<file path="config.mk">
export PLATFORM = sky130hd
export DESIGN_NAME = pipe_adder
export DESIGN_NICKNAME = d
export VERILOG_FILES = /design/src/rtl/soc_pkg.sv /design/src/rtl/pipe_adder_slice.sv /design/src/rtl/pipe_adder.sv
export SDC_FILE = /design/constraint.sdc
export NUM_CORES = 1
export LEC_CHECK = 0
export CELL_PAD_IN_SITES_DETAIL_PLACEMENT = 0
export CELL_PAD_IN_SITES_GLOBAL_PLACEMENT = 1
export CORE_ASPECT_RATIO = 0.8
export CORE_MARGIN = 2
export CORE_UTILIZATION = 42
export CTS_CLUSTER_SIZE = 24
export DETAILED_ROUTE_END_ITERATION = 8
export MAX_ROUTING_LAYER = met4
export PLACE_DENSITY = 0.85
export SYNTH_ARGS = -nofsm -noshare
export SYNTH_HDL_FRONTEND = slang
export SYNTH_SLANG_ARGS = --single-unit
</file>
<file path="constraint.sdc">
create_clock -name clk -period 4.5 [get_ports clk]
set_input_delay 0.675 -clock clk [delete_from_list [all_inputs] [get_ports clk]]
set_output_delay 0.675 -clock clk [all_outputs]
set_load 0.01 [all_outputs]
</file>
<file path="src/rtl/soc_pkg.sv">
// Shared SoC datapath types and helpers.
// Provides the pipe_adder flag bundle, its stage limit and the slice-width helper.
package soc_pkg;

  typedef struct packed {
    logic cout;
    logic ovf;
  } pipe_adder_flags_t;

  localparam int PIPE_ADDER_MAX_STAGES = 16;

  // Returns 0 when the width cannot be split evenly, which callers treat as illegal.
  function automatic int chunk_width(input int width, input int stages);
    if (stages < 1) return 0;
    if ((width % stages) != 0) return 0;
    return width / stages;
  endfunction

endpackage

</file>
<file path="src/rtl/pipe_adder_slice.sv">
// Combinational carry-chain slice for pipe_adder: a WIDTH-bit ripple of full adders,
// each full adder built from two halfadder cells and an OR.
module halfadder (
  input  logic a,
  input  logic b,
  output logic sum,
  output logic carry
);
  assign sum   = a ^ b;
  assign carry = a & b;
endmodule

module adder_slice #(
  parameter int WIDTH = 8
) (
  input  logic [WIDTH-1:0] a,
  input  logic [WIDTH-1:0] b,
  input  logic             cin,
  output logic [WIDTH-1:0] sum,
  output logic             cout
);

  // Per-bit carries live in each bit's scope so the chain is not one self-dependent vector.
  for (genvar i = 0; i < WIDTH; i++) begin : g_bit
    logic ci;
    logic co;
    logic s1;
    logic c1;
    logic c2;

    if (i == 0) begin : g_ci
      assign ci = cin;
    end else begin : g_ci
      assign ci = g_bit[i-1].co;
    end

    halfadder u_ha0 (.a(a[i]), .b(b[i]), .sum(s1),     .carry(c1));
    halfadder u_ha1 (.a(s1),   .b(ci),   .sum(sum[i]), .carry(c2));

    assign co = c1 | c2;
  end

  assign cout = g_bit[WIDTH-1].co;

endmodule

</file>
<file path="src/rtl/pipe_adder.sv">
// Pipelined WIDTH-bit adder: STAGES registered carry-chain slices behind a valid/ready stream.
// Define PIPE_ADDER_SAT_EN to add the sat_mode input and saturating sum output.
module pipe_adder
  import soc_pkg::*;
#(
  parameter int WIDTH  = 32,
  parameter int STAGES = 4
) (
  input  logic             clk,
  input  logic             rst_n,
  input  logic             in_valid,
  output logic             in_ready,
  input  logic [WIDTH-1:0] a,
  input  logic [WIDTH-1:0] b,
  input  logic             cin,
`ifdef PIPE_ADDER_SAT_EN
  input  logic             sat_mode,
`endif
  output logic             out_valid,
  input  logic             out_ready,
  output logic [WIDTH-1:0] sum,
  output logic             cout,
  output logic             ovf
);

  localparam int          CHUNK = chunk_width(WIDTH, STAGES);
  localparam int unsigned LAST  = STAGES - 1;

  if (WIDTH < 2 || STAGES < 1 || STAGES > PIPE_ADDER_MAX_STAGES || CHUNK == 0) begin : g_bad_cfg
    $error("pipe_adder: WIDTH must be >= 2 and divisible by STAGES (1..16)");
  end

  // Stage sources: operands right-justified (next chunk in the low bits),
  // partial sums left-justified so finished chunks shift down into place.
  logic [WIDTH-1:0] op_a   [STAGES];
  logic [WIDTH-1:0] op_b   [STAGES];
  logic [WIDTH-1:0] s_src  [STAGES];
  logic [WIDTH-1:0] s_next [STAGES];
  logic             c_src  [STAGES];
  logic             v_src  [STAGES];
  logic [CHUNK-1:0] s_chunk[STAGES];
  logic             c_chunk[STAGES];

  logic [WIDTH-1:0] a_q[STAGES];
  logic [WIDTH-1:0] b_q[STAGES];
  logic [WIDTH-1:0] s_q[STAGES];
  logic             c_q[STAGES];
  logic             v_q[STAGES];

`ifdef PIPE_ADDER_SAT_EN
  logic sat_src[STAGES];
  logic sat_q  [STAGES];
`endif

  logic              adv;
  logic [WIDTH-1:0]  final_sum;
  pipe_adder_flags_t final_flags;
  pipe_adder_flags_t flags_q;

  assign out_valid = v_q[LAST];
  assign adv       = !out_valid || out_ready;
  assign in_ready  = adv;

  for (genvar k = 0; k < STAGES; k++) begin : g_stage
    if (k == 0) begin : g_src
      assign op_a[k]  = a;
      assign op_b[k]  = b;
      assign c_src[k] = cin;
      assign s_src[k] = '0;
      assign v_src[k] = in_valid;
`ifdef PIPE_ADDER_SAT_EN
      assign sat_src[k] = sat_mode;
`endif
    end else begin : g_src
      assign op_a[k]  = a_q[k-1];
      assign op_b[k]  = b_q[k-1];
      assign c_src[k] = c_q[k-1];
      assign s_src[k] = s_q[k-1];
      assign v_src[k] = v_q[k-1];
`ifdef PIPE_ADDER_SAT_EN
      assign sat_src[k] = sat_q[k-1];
`endif
    end

    adder_slice #(.WIDTH(CHUNK)) u_slice (
      .a    (op_a[k][CHUNK-1:0]),
      .b    (op_b[k][CHUNK-1:0]),
      .cin  (c_src[k]),
      .sum  (s_chunk[k]),
      .cout (c_chunk[k])
    );

    assign s_next[k] = (s_src[k] >> CHUNK) | (WIDTH'(s_chunk[k]) << (WIDTH - CHUNK));

    // Bubbles advance the valid bit only; data holds so the output never picks up X.
    always_ff @(posedge clk or negedge rst_n) begin
      if (!rst_n) begin
        v_q[k] <= 1'b0;
        c_q[k] <= 1'b0;
        a_q[k] <= '0;
        b_q[k] <= '0;
        s_q[k] <= '0;
`ifdef PIPE_ADDER_SAT_EN
        sat_q[k] <= 1'b0;
`endif
      end else if (adv) begin
        v_q[k] <= v_src[k];
        if (v_src[k]) begin
          c_q[k] <= c_chunk[k];
          a_q[k] <= op_a[k] >> CHUNK;
          b_q[k] <= op_b[k] >> CHUNK;
          s_q[k] <= (k == LAST) ? final_sum : s_next[k];
`ifdef PIPE_ADDER_SAT_EN
          sat_q[k] <= sat_src[k];
`endif
        end
      end
    end
  end

  always_comb begin
    final_flags.cout = c_chunk[LAST];
    final_flags.ovf  = (op_a[LAST][CHUNK-1] == op_b[LAST][CHUNK-1]) &&
                       (s_chunk[LAST][CHUNK-1] != op_a[LAST][CHUNK-1]);
    final_sum        = s_next[LAST];
`ifdef PIPE_ADDER_SAT_EN
    if (!sat_src[LAST] && final_flags.cout) begin
      final_sum = '1;
    end else if (sat_src[LAST] && final_flags.ovf) begin
      final_sum = op_a[LAST][CHUNK-1] ? {1'b1, {(WIDTH-1){1'b0}}}
                                      : {1'b0, {(WIDTH-1){1'b1}}};
    end
`endif
  end

  always_ff @(posedge clk or negedge rst_n) begin
    if (!rst_n) begin
      flags_q <= '0;
    end else if (adv && v_src[LAST]) begin
      flags_q <= final_flags;
    end
  end

  assign sum  = s_q[LAST];
  assign cout = flags_q.cout;
  assign ovf  = flags_q.ovf;

endmodule
</file>
==> metrics.csv <==
metric,value,unit
worst_slew_pin_slew,1064,ps
dpl_cell_area,9128,µm²
combPwrFrac,37.1,%
rsz0062_at_grt,no,
die-area,19830,µm²
num_rows,44,
cts_tree,yes,
cpMostUsedCell,fa_2,
final_layout_size_suffix_gt1_share,36.27,%
cts.sinks,185,
cts-root-buf,clkbuf_16,
placed_cells,811,
gp_congestion,0.7145,
syn_to_final_growth,24.02,%
first_pass_iters,6,
synth_cell_types,17,
cp.arrival,4560,ps
die_height,126.4,µm
synth_top_area_share,58.89,%
wirelength,13790,µm
min_period,4246,ps
crit_buf_inv,3,
finalSetupViolCount,0,
drtIter0Drc,197,
wl_per_cell,16.35,µm
diodes,0,
worstPathRequired,4810,ps
avgSynthCellArea,16.73,µm²
syn_inst,470,
synth_area,7861,µm²
gr-total-overflow,0,
path_class,register to register,
synth_commonest_cells,"dfrtp_1, mux2_2, mux2_4",
ir_drop,0.2956,mV
numCtsBuffers,17,
max_freq,0.2355,GHz
crit_family,adder cells,
switching_share,30.04,%
slew_headroom,28.79,%
async_flop_share,100.0,%
core_area,18220,µm²
p_leak,4.332,nW
grt.total_usage,15.70,%
post_cts_buffers,0,
grt_pass1_wl,22970,µm
ios,105,
clockBufferDepth,2,
hold_class,primary input to asynchronous set/reset pin,
clock_latency,430,ps
critPathSlowestCell,fa_1,
post-synth-top-area-cell,dfrtp_1,
status,"finished, final reports clean",
nNetsFinal,679,
via_count,3974,
slew_viol_final,0,
end_kind,register,
grt_pass1_vias,4362,
htree_levels,4,
syn_nets,572,
min_period_over_period,94.36,%
drv_cap,0,
synth-edff-count,0,
start_kind,register,
path_cells,inv_1 > fa_1 > inv_1 > fa_2 > fa_2 > fa_2 > fa_2 > fa_2 > fa_1 > inv_1 > fa_1 > xor2_1 > nor2_1 > mux2_2,
drc,0,
fin_skew,11.99,ps
portBuffers,104,
p_sw,2.113,mW
dpl.hpwl,9097,µm
pwr-share-seq,40.9,%
p_clk_share,22.0,%
initial_utilization,43.14,%
slowest_delay,430,ps
vias_per_cell,4.714,
ctsHoldBuffers,0,
finalNonFillerCells,843,
antenna_left,0,
power_density,721.4,nW/µm²
clk_pin_slew,70,ps
antenna_found_initial,0,
synth_ff_type,dfrtp_1,
die_w,157.0,µm
ys_seq_area_share,58.89,%
grt_max_degree,123,
intPower,4.921,mW
hold_viol_final,0,
synth_most_common_cell,dfrtp_1,
stdcell_area,9749,µm²
synthTopCellsByArea,"dfrtp_1, mux2_2, mux2_4, fa_1, inv_1",
yosys_warnings,0,
crit_fanout,2,
ys_ff_latch,185,
==> layout by cell type (no fill, tap or decap), drive strengths merged, types with 2 or more instances in the layout <==
master and n:
fa 32, o21ai 3, clkbuf 21, a31oi 7, bufinv 3, clkinv 4
buf 4, clkinvlp 2, dfrtp 185, mux2i 5, clkdlybuf4s50 103, nand2 5
inv 36, a21oi 7, mux2 169
==> final timing paths <==
| check | from | to | slack [ps] | cells after the start |
|---|---|---|---|---|
| worst max-delay path | a_q[32]$_DFFE_PN0P_ | ovf$_DFFE_PN0P_ | 250 | 14 |
| min in group clk | s_q[47]$_DFFE_PN0P_ | sum[7]$_DFFE_PN0P_ | 500 | 1 |
| max in group asynchronous | rst_n | v_q[2]$_DFFE_PN0N_ | 3280 | 2 |
| worst min register to register | s_q[47]$_DFFE_PN0P_ | sum[7]$_DFFE_PN0P_ | 500 | 1 |
| worst max register to register | a_q[32]$_DFFE_PN0P_ | ovf$_DFFE_PN0P_ | 250 | 14 |
| worst min-delay path | rst_n | s_q[44]$_DFFE_PN0P_ | 370 | 1 |
==> metal layers <==
layer | up-vias | wire length [µm] | global-route usage (%)
met4 | 0 | 246 | 5.936
met1 | 2059 | 6274 | 20.05
met3 | 20 | 485 | 3.587
met2 | 77 | 6780 | 24.64
li1 | 1818 | - | -
met5 | - | 0 | -
==> power groups by stage <==
stage | clock network [mW] | logic (mW) | registers [mW]
3_3_place_gp | 0 | 2.55 | 2.87
6_report | 1.55 | 2.61 | 2.88
4_1_cts | 1.58 | 2.68 | 2.89
3_5_place_dp | 0 | 2.66 | 2.92
5_1_grt | 1.65 | 2.91 | 2.99
2_1_floorplan | 0 | 1.77 | 2.85
==> worst register-to-register path: cells and delay by family, from the launching register on <==
family	cells	cell delay, ps
multiplexers	1	250
buffers and inverters	3	230
flip-flops	1	380
XOR/XNOR	1	160
AND/OR/NAND/NOR	1	50
adder cells (fa/ha/maj)	8	3070
==> cell families (layout without fill, tap and decap cells) <==
family	after synthesis	in the layout	share of synthesized area, %
AOI/OAI and AO/OA	17	17	1.194
xor gates and xnor gates	1	1	0.1114
adders and majority gates	33	33	8.308
buffers and inverters	53	173	3.486
DFF	185	185	58.89
muxes	174	174	27.52
and+or+nand+nor	7	7	0.4933
==> sequential cells by signal, summed over array words and instances (netlist names) <==
register	cells
b_q	48
s_q	48
c_q	3
a_q	48
ovf	1
out_valid	1
sum	32
cout	1
v_q	3
==> metrics by stage <==
step                TNS [ps]  hold WS, ps  util [%]  total power [mW]  setup slack [ps]
floorplan                  0        379.4         -             4.611             150.2
global placement           0        481.7     50.09             5.413             8.215
detailed placement    -95.14        489.3     50.09             5.577            -67.09
CTS                        0        408.8     53.46             7.152             23.49
global route               0        441.9     53.50             7.555             18.86
finish                     0        369.1     53.50             7.033             253.8
==> layout make-up <==
type / instances / area (µm²)
clock buffers: 20 / 446.7
clock inverters: 12 / 162.7
fillers: 1429 / 8473
inverters: 33 / 123.9
multi-input cells: 232 / 2983
flip-flops and latches: 185 / 4629
well taps: 253 / 316.6
repair buffers: 108 / 1087
==> what timing repair did <==
| action | CTS | global route |
|---|---|---|
| resized for setup | 2 | 3 |
| endpoints found under the setup margin | 1 | 1 |
| pin swaps | 0 | 1 |
| cloned | 0 | 0 |
Note: power is estimated with default switching activity, not from simulation.
